<file path="src/rtl/sensor_mux_if.sv">
// Signal bundle between the sensor-mux sequencer and its mux/actuator-side client.
// The master drives the scan controls and the mux output; the slave is the sequencer.
interface sensor_mux_if #(
    parameter int SIZE    = 4,
    parameter int ANGLE_W = 6
);
    logic               start;
    logic               cont;
    logic [SIZE-1:0]    mux_f;
    logic               mux_sel;
    logic [SIZE-1:0]    sample_a;
    logic [SIZE-1:0]    sample_b;
    logic               valid;
    logic               step_up;
    logic               step_down;
    logic [ANGLE_W-1:0] angle;
    logic               at_limit;
    logic               busy;

    modport master (
        output start, cont, mux_f,
        input  mux_sel, sample_a, sample_b, valid, step_up, step_down,
               angle, at_limit, busy
    );

    modport slave (
        input  start, cont, mux_f,
        output mux_sel, sample_a, sample_b, valid, step_up, step_down,
               angle, at_limit, busy
    );
endinterface

</file>
<file path="src/rtl/sensor_mux_sequencer.sv">
// Reads sensor A then sensor B through a shared 2:1 mux, compares them against a
// deadband and steps a saturating panel-angle register by one count per decision.
//
// state     | meaning
// ----------+------------------------------------------------------------
// ST_IDLE   | waiting for start, select parked on A
// ST_SEL_A  | select on A, settle timer running, capture A at terminal count
// ST_SEL_B  | select on B, settle timer running, capture B at terminal count
// ST_DECIDE | one cycle: compare, step angle, pulse valid, rescan or idle
module sensor_mux_sequencer #(
    parameter int SIZE          = 4,
    parameter int SETTLE_CYCLES = 2,
    parameter int DEADBAND      = 1,
    parameter int ANGLE_W       = 6,
    parameter int ANGLE_INIT    = 32,
    parameter int ANGLE_MAX     = 63
) (
    input logic         clk,
    input logic         rst,
    sensor_mux_if.slave bus
);
    localparam logic [1:0] ST_IDLE   = 2'd0;
    localparam logic [1:0] ST_SEL_A  = 2'd1;
    localparam logic [1:0] ST_SEL_B  = 2'd2;
    localparam logic [1:0] ST_DECIDE = 2'd3;

    localparam int CNT_W = (SETTLE_CYCLES > 1) ? $clog2(SETTLE_CYCLES) : 1;
    localparam logic [CNT_W-1:0]   CNT_LOAD = CNT_W'(SETTLE_CYCLES - 1);
    localparam logic [SIZE:0]      DB       = (SIZE + 1)'(DEADBAND);
    localparam logic [ANGLE_W-1:0] A_INIT   = ANGLE_W'(ANGLE_INIT);
    localparam logic [ANGLE_W-1:0] A_MAX    = ANGLE_W'(ANGLE_MAX);

    logic [1:0]         state;
    logic [CNT_W-1:0]   cnt;
    logic               mux_sel_q;
    logic [SIZE-1:0]    sample_a_q;
    logic [SIZE-1:0]    sample_b_q;
    logic               valid_q;
    logic               step_up_q;
    logic               step_down_q;
    logic [ANGLE_W-1:0] angle_q;
    logic               busy_q;

    // Widen by one bit so adding the deadband can never wrap.
    logic [SIZE:0] a_ext;
    logic [SIZE:0] b_ext;
    logic          up_req;
    logic          dn_req;

    assign a_ext  = {1'b0, sample_a_q};
    assign b_ext  = {1'b0, sample_b_q};
    assign up_req = a_ext > (b_ext + DB);
    assign dn_req = b_ext > (a_ext + DB);

    always_ff @(posedge clk) begin
        if (rst) begin
            state       <= ST_IDLE;
            cnt         <= '0;
            mux_sel_q   <= 1'b0;
            sample_a_q  <= '0;
            sample_b_q  <= '0;
            valid_q     <= 1'b0;
            step_up_q   <= 1'b0;
            step_down_q <= 1'b0;
            angle_q     <= A_INIT;
            busy_q      <= 1'b0;
        end else begin
            valid_q     <= 1'b0;
            step_up_q   <= 1'b0;
            step_down_q <= 1'b0;
            case (state)
                ST_IDLE: begin
                    mux_sel_q <= 1'b0;
                    if (bus.start) begin
                        state  <= ST_SEL_A;
                        cnt    <= CNT_LOAD;
                        busy_q <= 1'b1;
                    end
                end
                ST_SEL_A: begin
                    if (cnt == '0) begin
                        sample_a_q <= bus.mux_f;
                        mux_sel_q  <= 1'b1;
                        cnt        <= CNT_LOAD;
                        state      <= ST_SEL_B;
                    end else begin
                        cnt <= cnt - 1'b1;
                    end
                end
                ST_SEL_B: begin
                    if (cnt == '0) begin
                        sample_b_q <= bus.mux_f;
                        mux_sel_q  <= 1'b0;
                        state      <= ST_DECIDE;
                    end else begin
                        cnt <= cnt - 1'b1;
                    end
                end
                ST_DECIDE: begin
                    valid_q <= 1'b1;
                    if (up_req && (angle_q != A_MAX)) begin
                        step_up_q <= 1'b1;
                        angle_q   <= angle_q + 1'b1;
                    end else if (dn_req && (angle_q != '0)) begin
                        step_down_q <= 1'b1;
                        angle_q     <= angle_q - 1'b1;
                    end
                    if (bus.cont) begin
                        state <= ST_SEL_A;
                        cnt   <= CNT_LOAD;
                    end else begin
                        state  <= ST_IDLE;
                        busy_q <= 1'b0;
                    end
                end
                default: begin
                    state  <= ST_IDLE;
                    busy_q <= 1'b0;
                end
            endcase
        end
    end

    assign bus.mux_sel   = mux_sel_q;
    assign bus.sample_a  = sample_a_q;
    assign bus.sample_b  = sample_b_q;
    assign bus.valid     = valid_q;
    assign bus.step_up   = step_up_q;
    assign bus.step_down = step_down_q;
    assign bus.angle     = angle_q;
    assign bus.at_limit  = (angle_q == '0) || (angle_q == A_MAX);
    assign bus.busy      = busy_q;
endmodule

</file>
<file path="src/flat_wrapper.sv">
// flat-port wrapper written by rule: the top's interface ports become plain ports
module sensor_mux_sequencer_flat 
#(
    parameter int SIZE          = 4,
    parameter int SETTLE_CYCLES = 2,
    parameter int DEADBAND      = 1,
    parameter int ANGLE_W       = 6,
    parameter int ANGLE_INIT    = 32,
    parameter int ANGLE_MAX     = 63
)
  (clk, rst, bus_start, bus_cont, bus_mux_f, bus_mux_sel, bus_sample_a, bus_sample_b, bus_valid, bus_step_up, bus_step_down, bus_angle, bus_at_limit, bus_busy);
  sensor_mux_if #(.SIZE(SIZE), .ANGLE_W(ANGLE_W)) bus_i ();
  input logic clk;
  input logic rst;
  input wire logic [$bits(bus_i.start)-1:0] bus_start;
  input wire logic [$bits(bus_i.cont)-1:0] bus_cont;
  input wire logic [$bits(bus_i.mux_f)-1:0] bus_mux_f;
  output wire logic [$bits(bus_i.mux_sel)-1:0] bus_mux_sel;
  output wire logic [$bits(bus_i.sample_a)-1:0] bus_sample_a;
  output wire logic [$bits(bus_i.sample_b)-1:0] bus_sample_b;
  output wire logic [$bits(bus_i.valid)-1:0] bus_valid;
  output wire logic [$bits(bus_i.step_up)-1:0] bus_step_up;
  output wire logic [$bits(bus_i.step_down)-1:0] bus_step_down;
  output wire logic [$bits(bus_i.angle)-1:0] bus_angle;
  output wire logic [$bits(bus_i.at_limit)-1:0] bus_at_limit;
  output wire logic [$bits(bus_i.busy)-1:0] bus_busy;
  assign bus_i.start = bus_start;
  assign bus_i.cont = bus_cont;
  assign bus_i.mux_f = bus_mux_f;
  assign bus_mux_sel = bus_i.mux_sel;
  assign bus_sample_a = bus_i.sample_a;
  assign bus_sample_b = bus_i.sample_b;
  assign bus_valid = bus_i.valid;
  assign bus_step_up = bus_i.step_up;
  assign bus_step_down = bus_i.step_down;
  assign bus_angle = bus_i.angle;
  assign bus_at_limit = bus_i.at_limit;
  assign bus_busy = bus_i.busy;
  sensor_mux_sequencer #(.SIZE(SIZE), .SETTLE_CYCLES(SETTLE_CYCLES), .DEADBAND(DEADBAND), .ANGLE_W(ANGLE_W), .ANGLE_INIT(ANGLE_INIT), .ANGLE_MAX(ANGLE_MAX)) u_core (.clk(clk), .rst(rst), .bus(bus_i));
endmodule
</file>
<file path="config.mk">
export PLATFORM = sky130hd
export DESIGN_NAME = sensor_mux_sequencer_flat
export DESIGN_NICKNAME = d
export VERILOG_FILES = /design/src/rtl/sensor_mux_if.sv /design/src/rtl/sensor_mux_sequencer.sv /design/src/flat_wrapper.sv
export SDC_FILE = /design/constraint.sdc
export NUM_CORES = 1
export LEC_CHECK = 0
export CAP_MARGIN = 25
export CORE_MARGIN = 1
export CORE_UTILIZATION = 50
export DETAILED_ROUTE_END_ITERATION = 6
export PLACE_DENSITY = 0.78
export SETUP_SLACK_MARGIN = 0.4
export SKIP_CTS_REPAIR_TIMING = 1
export SYNTH_ARGS = -nofsm -noshare
export SYNTH_HDL_FRONTEND = slang
export SYNTH_SLANG_ARGS = --single-unit
</file>
<file path="constraint.sdc">
create_clock -name clk -period 3.55 [get_ports clk]
set_input_delay 0.71 -clock clk [delete_from_list [all_inputs] [get_ports clk]]
set_output_delay 0.71 -clock clk [all_outputs]
set_load 0.01 [all_outputs]
</file>
### Word level (Yosys, flattened, before mapping)

Cells that the tools add are included.

* bits in registers: 22
* output and inout bits: 20

* $add $sub $neg: 5
* magnitude comparators: 2
* eq/ne operators: 10
* multiplexer cells: 20
* bitwise logic cells: 2
* reduce and logical (&&, ||, !) cells: 18

Operators with widths (number)
* 2-to-1 mux 6 bit: 2
* 2-to-1 mux 1 bit: 11
* adder 4 x 1 -> 5 bit, second input constant: 2
* greater-than comparator 4 x 5 -> 1 bit: 2
* != test 2 bit, second input constant: 5
* AND reduction 3 bit: 3
* one-hot mux 2 bit (4 select lines): 1
* AND reduction 2 bit: 4
* adder 6 x 1 -> 6 bit, second input constant: 1
* == test 6 bit, second input constant: 1
* logical NOT 6 bit: 1
* 2-to-1 mux 2 bit: 3
* != test 6 bit, second input constant: 1
* nonzero test 6 bit: 1
* subtractor 6 x 1 -> 6 bit, second input constant: 1
* == test 2 bit, second input constant: 2
* one-hot mux 1 bit (4 select lines): 1
* nonzero test 2 bit: 2
* one-hot mux 1 bit (3 select lines): 1
* nonzero test 3 bit: 1
* OR reduction 3 bit: 1
* == test 2 x 1 -> 1 bit, second input constant: 1
* logical AND 1 bit: 2
* logical NOT 2 bit: 1
* other kinds (5): 6

### Longest topological paths before layout

Gate-level depths: netlist (run 1).

* word-level depth: 5
* gate-level depth with buffers: 14
* gate-level depth less buffers: 14

### Worst setup path before layout (run 1)

No wires, ideal clock.

* path kind: reg-to-reg
* start point: reg u_core.sample_b_q[2] (netlist: u_core.bus.sample_b[2])
* end point: reg u_core.angle_q[5] (netlist: u_core.bus.angle[5])
* setup time: 0.072 ns
* data arrival time: 2.817 ns
* required time: 3.478 ns
* path slack: 0.662 ns
* cell stages (with the launch flop): 15
* cells stage by stage: dfxtp_1 -> nand3_1 -> xor2_1 -> ha_1 -> nand4_1 -> nand2_1 -> a211oi_2 -> inv_1 -> ha_1 -> a211oi_1 -> o21bai_1 -> a21oi_1 -> nand2_1 -> o2bb2ai_1 -> mux2i_1

* word-level cells in the longest chain between the ends: 5
* elaborated cells between the ends (all ways): 8
* classes of those cells: add/sub: 1; order compare: 2; mux: 1; reduce/logical: 4

Ends and longest elaborated chain
* from (decl): RTL line sensor_mux_sequencer.sv:37 `logic [SIZE-1:0] sample_b_q;`
* from (signal assigned): RTL line sensor_mux_sequencer.sv:92 `sample_b_q <= bus.mux_f;`
* adder 4 x 1 -> 5 bit: RTL line sensor_mux_sequencer.sv:52 `assign up_req = a_ext > (b_ext + DB);`
* greater-than comparator 4 x 5 -> 1 bit: RTL line sensor_mux_sequencer.sv:52
* logical AND 1 bit: RTL line sensor_mux_sequencer.sv:101 `if (up_req && (angle_q != A_MAX)) begin`
* nonzero test 2 bit (no source line)
* AND reduction 2 bit (no source line)
* to (signal assigned): RTL line sensor_mux_sequencer.sv:103 `angle_q <= angle_q + 1'b1;`
* to (signal assigned): RTL line sensor_mux_sequencer.sv:106 `angle_q <= angle_q - 1'b1;`
* to (decl): RTL line sensor_mux_sequencer.sv:41 `logic [ANGLE_W-1:0] angle_q;`

Parallel ways exist; a longest one is shown, timed or not.
A chain may end at the register's enable or synchronous reset.

### Final worst setup path (run 1)

* start point: reg u_core.sample_b_q[1] (netlist: u_core.bus.sample_b[1])
* end point: reg u_core.angle_q[5] (netlist: u_core.bus.angle[5])

The elaborated chain is that of the path after synthesis.

==> flow_summary.json, run 1 <==
{
  "via_count": 1184,
  "grt_max_degree": 22,
  "timing.fmax_mhz": 334,
  "crit_top_cell": "ha_1",
  "cp_slowest_stage_delay_ns": 0.38,
  "finalCritPeriodShare": 0.843,
  "fin_ws_ns": 0.558,
  "ys.warnings.count": 0,
  "rsz0062_at_grt": "false",
  "worstSetupPathType": "flop to flop",
  "areaGrowthSynthToFinish_pct": 27.7,
  "mostFrequentLayoutCell": "clkdlybuf4s50_1",
  "h-tree-depth": 1,
  "yosys-top-cells-area": "dfxtp_1 32%, ha_1 16%, mux2i_1 8.8%, nor2_1 5.8%, a21oi_1 4.4%",
  "worst_pin_slew_ns": 0.788,
  "routedWlPerCell_um": 14.0,
  "first_pass_iters": 4,
  "hold_path.class": "flop to flop",
  "status": "completed",
  "ys_ff_latch": 22,
  "fin_hold_ws_ns": 0.485,
  "path_delay_family": "compound AO/OA/AOI/OAI gates",
  "root_buffer": "clkbuf_4",
  "overflow": 0,
  "final_cell_mix": "27 x clkdlybuf4s50_1, 21 x nor2_1, 20 x dfxtp_1",
  "synth_cell_types": 31,
  "rows": 18,
  "critPathArrivalTime_ns": 3.23,
  "cp_num_buf_inv": 2,
  "crit_chain": "ha_1 -> inv_1 -> ha_1 -> nor2b_1 -> o211ai_1 -> a211oi_4 -> inv_2 -> ha_1 -> a211oi_2 -> o21bai_1 -> a21oi_1 -> nand2_1 -> o2bb2ai_2 -> mux2i_1",
  "synth_cells": 153,
  "ys_seq_area_frac": 0.323,
  "syn_avg_cell_area_um2": 8.92,
  "slew_headroom": 0.473,
  "fin_setup_tns_ns": 0,
  "cts_tree": "built",
  "drv_cap": 0,
  "drt_iter0_markers": 14,
  "yosys.area.top_type_share": 0.323,
  "start_util": 0.541,
  "wirelength_um": 2950,
  "worstPathRequired_ns": 3.79,
  "cts-buffers-inserted": 3,
  "hold_violations": 0,
  "final_max_slew_viol_count": 0,
  "syn_area_mm2": 0.00137,
  "drive_gt1_frac": 0.105,
  "yosys.area.top_type": "dfxtp_1",
  "vias_per_cell": 5.61,
  "die_x_um": 54.3,
  "place_ws_ns": 0.401,
  "dp_hpwl_um": 2180,
  "boundaryPins": 28,
  "register_area_um2": 443,
  "multi_input_area_um2": 891,
  "grt_usage": 0.208,
  "slowest_stage": "dfxtp_2",
  "peakVddDrop_mv": 0.443,
  "clkLatencyLatePin_ns": 0.32,
  "port_buffers": 27,
  "grt_pass1_wl_um": 4410,
  "cp-end-kind": "flop",
  "diodes": 0,
  "core_mm2": 0.00252,
  "p_per_area_mw_per_mm2": 659,
  "fillers": 202,
  "crit_path_start_kind": "flop",
  "die_area_mm2": 0.00294,
  "finalPower_uw": 1150,
  "drcViolationCount": 0,
  "leakage_uw": 0.000749,
  "synth_nets": 179,
  "nNetsFinal": 208,
  "finalSetupViolations": 0,
  "die_h_um": 54.3,
  "finClkSkew_ns": 0.0147,
  "clkTransAtPathRegs_ns": 0.14,
  "clkSinkCount": 22,
  "cts_max_path_buffers": 2,
  "antenna_found_initial": 0,
  "ant_nets": 0,
  "period_minus_slack_ns": 2.99,
  "cp_max_fo": 6,
  "grt_pass1_vias": 1045,
  "gp_congestion": 0.826,
  "post-route-util": 0.691
}
## path summary, 6_finish.rpt
kind | endpoint | cells past startpoint | slack (ns) | from
hold reg to reg | u_core.bus.mux_sel | 2 | 0.49 | u_core.bus.mux_sel
setup reg to reg | u_core.bus.angle[5] | 14 | 0.56 | u_core.bus.sample_b[1]
hold / removal | u_core.bus.mux_sel | 2 | 0.49 | u_core.bus.mux_sel
setup / recovery | u_core.bus.angle[5] | 14 | 0.56 | u_core.bus.sample_b[1]
## cell type report
type / instances / area share
sequential: 22 / 0.254
multi-input combinational: 117 / 0.511
clock inverter: 1 / 0.0172
inverter: 9 / 0.0194
timing repair buffer: 29 / 0.164
clock buffer: 3 / 0.0129
tap: 30 / 0.0215
## tightest hold or removal path: cells and delay by family, from the launching register on
family	cells	cell delay (ns)
AOI/OAI and AO/OA	1	0.05
and+or+nand+nor	1	0.06
DFF	1	0.35
## where the power goes
group	internal, uW	switching [uW]	leakage [uW]	total, uW
Clock	114	83.0	0.0000279	197
Combinational	294	309	0.000542	602
Sequential	292	56.4	0.000180	349
Total	700	448	0.000749	1150
## Yosys cell counts, drive strengths merged
cell and number:
o21bai 1, nand2 7, inv 9, xnor2 4
o21ai 6, ha 17, nand2b 3, xor2 4
nor2b 5, nand3 4, nor3 1, clkbuf 4
a211oi 5, or4 1, fa 1, or2 2
dfxtp 22, a21oi 12, o21a 1, mux2i 12
nand4 3, o2bb2ai 1, buf 1, a21o 3
a2111oi 1, nor2 21, o211ai 2
## registers in the layout, summed over array words and instances, names as in the netlist
signal / cells
u_core.state: 2
u_core.bus.angle: 6
u_core.cnt: 1
u_core.bus.step_down: 1
u_core.bus.busy: 1
u_core.bus.sample_a: 4
u_core.bus.mux_sel: 1
u_core.bus.sample_b: 4
u_core.bus.step_up: 1
u_core.bus.valid: 1
## per-stage QoR
stage                     std cells  cell area (um^2)
after global placement          205              1650
after global routing            211              1740
final                           211              1740
after detailed placement        205              1650
after CTS                       209              1710
after floorplan                 153              1370
## routing by layer
metal / part of all wire / wire (um) / vias up / track usage
met1: 0.48 / 1410 / 569 / 0.254
met5: 0 / 0 / - / 0
met2: 0.49 / 1440 / 19 / 0.368
met4: 0.0041 / 12 / 0 / 0.0641
li1: - / - / 594 / -
met3: 0.026 / 77 / 2 / 0.0361
## cell families (layout without fill, tap and decap cells)
group	Yosys count	in the layout	share of synthesized area
XOR/XNOR	8	8	0.0513
AND/OR/NAND/NOR	47	47	0.164
adder cells (fa/ha/maj)	18	18	0.170
multiplexers	12	12	0.0880
flip-flops	22	22	0.323
buffers and inverters	14	42	0.0385
AO/OA/AOI/OAI	32	32	0.165
Power figures use the tool's default switching activity.
==> inputs of run 2 (changes only) <==
==> constraint.sdc (replaced) <==
create_clock -name clk -period 2.99 [get_ports clk]
set_input_delay 0.598 -clock clk [delete_from_list [all_inputs] [get_ports clk]]
set_output_delay 0.598 -clock clk [all_outputs]
set_load 0.01 [all_outputs]
==> run 2 against run 1 <==
Net effect: clock power fell by 27%; via count fell by 2.0%; total power rose by 16%; non-clock buffer count rose by 1; highest routed layer unchanged; core utilization rose by 2.0 points; sequential power rose by 20%; largest cell class unchanged.
==> flow_summary.json, run 2 (synthesis results as in run 1) <==
{
  "timing.rr.start": "u_core.bus.sample_b[1]",
  "final_cell_mix": "27 x clkdlybuf4s50_1, 21 x nor2_1, 17 x dfxtp_1",
  "grt_usage": 0.225,
  "port_buffers": 27,
  "rsz0062_at_grt": "true",
  "grt_pass1_wl_um": 4710,
  "final_max_slew_viol_count": 0,
  "r2r_slack_ns": 0.04,
  "vias_per_cell": 5.47,
  "worst_pin_slew_ns": 0.759,
  "register_area_um2": 452,
  "final_cell_area_mm2": 0.00179,
  "seqPwrFrac": 0.314,
  "start_util": 0.541,
  "antenna_found_initial": 0,
  "grt_max_degree": 22,
  "via_count": 1160,
  "first_pass_iters": 4,
  "crit_path_start_kind": "flop",
  "drcViolationCount": 0,
  "internal_power_uw": 779,
  "ant_nets": 0,
  "cp_max_fo": 6,
  "fin_setup_tns_ns": 0,
  "finalSetupViolations": 0,
  "diodes": 0,
  "rows": 18,
  "critPathArrivalTime_ns": 3.20,
  "dp_hpwl_um": 2310,
  "die_x_um": 54.3,
  "h-tree-depth": 1,
  "clkTransAtPathRegs_ns": 0.13,
  "clkSinkCount": 22,
  "timing.fmax_mhz": 339,
  "placed_area_mm2": 0.00172,
  "worstPathRequired_ns": 3.24,
  "largest_register_ff_count": 6,
  "grt_pass1_vias": 1082,
  "drive_gt1_frac": 0.170,
  "cp-end-kind": "flop",
  "core_mm2": 0.00252,
  "fillers": 211,
  "root_buffer": "clkbuf_4",
  "slew_headroom": 0.492,
  "fin_ws_ns": 0.0433,
  "post-route-util": 0.711,
  "multi_input_area_um2": 951,
  "areaGrowthSynthToFinish_pct": 31.3,
  "leakage_uw": 0.000751,
  "place_ws_ns": 0.0449,
  "reg2reg_depth": 14,
  "fin_hold_ws_ns": 0.490,
  "power.switching_uw": 553,
  "peakVddDrop_mv": 0.528,
  "period_minus_slack_ns": 2.95,
  "worstSetupPathType": "flop to flop",
  "cp-startpoint": "u_core.bus.sample_b[1]",
  "gp_congestion": 0.786,
  "routedWlPerCell_um": 14.7,
  "hold_violations": 0,
  "drt_iter0_markers": 10,
  "p_per_area_mw_per_mm2": 743,
  "mostFrequentLayoutCell": "clkdlybuf4s50_1",
  "die_area_mm2": 0.00294,
  "r2r-end": "u_core.bus.angle[5]",
  "overflow": 0,
  "cp-endpoint": "u_core.bus.angle[5]",
  "die_h_um": 54.3,
  "nNetsFinal": 209,
  "hold_path.class": "flop to flop",
  "drv_cap": 0,
  "finClkSkew_ns": 0.00941,
  "clock_power_share": 0.108,
  "wirelength_um": 3120,
  "cts_max_path_buffers": 2,
  "p_comb_frac": 0.578,
  "cts_tree": "built",
  "cts-buffers-inserted": 3,
  "clkLatencyLatePin_ns": 0.31,
  "status": "completed",
  "finalCritPeriodShare": 0.986,
  "boundaryPins": 28,
  "power.share.switching": 0.415
}
-- run 2: cell count changes in the layout (fill, tap and decap cells not counted), sizes merged --
cell    before  now
buf          2    3
bufinv       1    0
clkinv       0    1
-- run 2: worst min-delay path by stage --
stage	start	to	slack (ns)	cells after the start
after global routing	u_core.bus.mux_sel	u_core.bus.mux_sel	0.53	2
after floorplan	u_core.bus.mux_sel	u_core.bus.mux_sel	0.49	2
after detailed placement	u_core.bus.mux_sel	u_core.bus.mux_sel	0.47	2
after global placement	u_core.bus.mux_sel	u_core.bus.mux_sel	0.45	2
after CTS	u_core.bus.mux_sel	u_core.bus.mux_sel	0.49	2
final	u_core.bus.mux_sel	u_core.bus.mux_sel	0.49	2
-- run 2: power by group through the flow --
stage | clock (uW) | sequential (uW) | combinational [uW]
4_1_cts | 146 | 417 | 703
5_1_grt | 158 | 428 | 850
6_report | 144 | 418 | 770
3_3_place_gp | 0 | 418 | 663
2_1_floorplan | 0 | 425 | 507
3_5_place_dp | 0 | 423 | 699
-- run 2: layer usage --
layer | up-vias | routed length, um | GRT usage
met3 | 2 | 83 | 0.0306
met5 | - | 0 | 0
li1 | 593 | - | -
met1 | 544 | 1470 | 0.277
met2 | 21 | 1550 | 0.409
met4 | 0 | 15 | 0.0513
-- run 2: stage by stage --
stage | power [uW] | cells
after global placement | 1080 | 205
after floorplan | 932 | 153
after CTS | 1270 | 209
after global routing | 1440 | 212
after detailed placement | 1120 | 205
final | 1330 | 212
-- run 2: area by class of cell --
type / instances / area share
Tap cell: 30 / 0.0209
Timing Repair Buffer: 30 / 0.163
Inverter: 9 / 0.0188
Sequential cell: 22 / 0.252
Clock buffer: 3 / 0.0126
Clock inverter: 1 / 0.00209
Multi-Input combinational cell: 117 / 0.530
-- run 2: worst max-delay path: stages, from the launching register on --
cell and delay (ns):
dfxtp_4 0.39, ha_4 0.26, inv_2 0.04, ha_4 0.25
nor2b_4 0.12, o211ai_1 0.10, a211oi_2 0.38, inv_2 0.16
ha_4 0.26, a211oi_2 0.23, o21bai_1 0.10, a21oi_1 0.18
nand2_1 0.09, o2bb2ai_2 0.16, mux2i_1 0.18
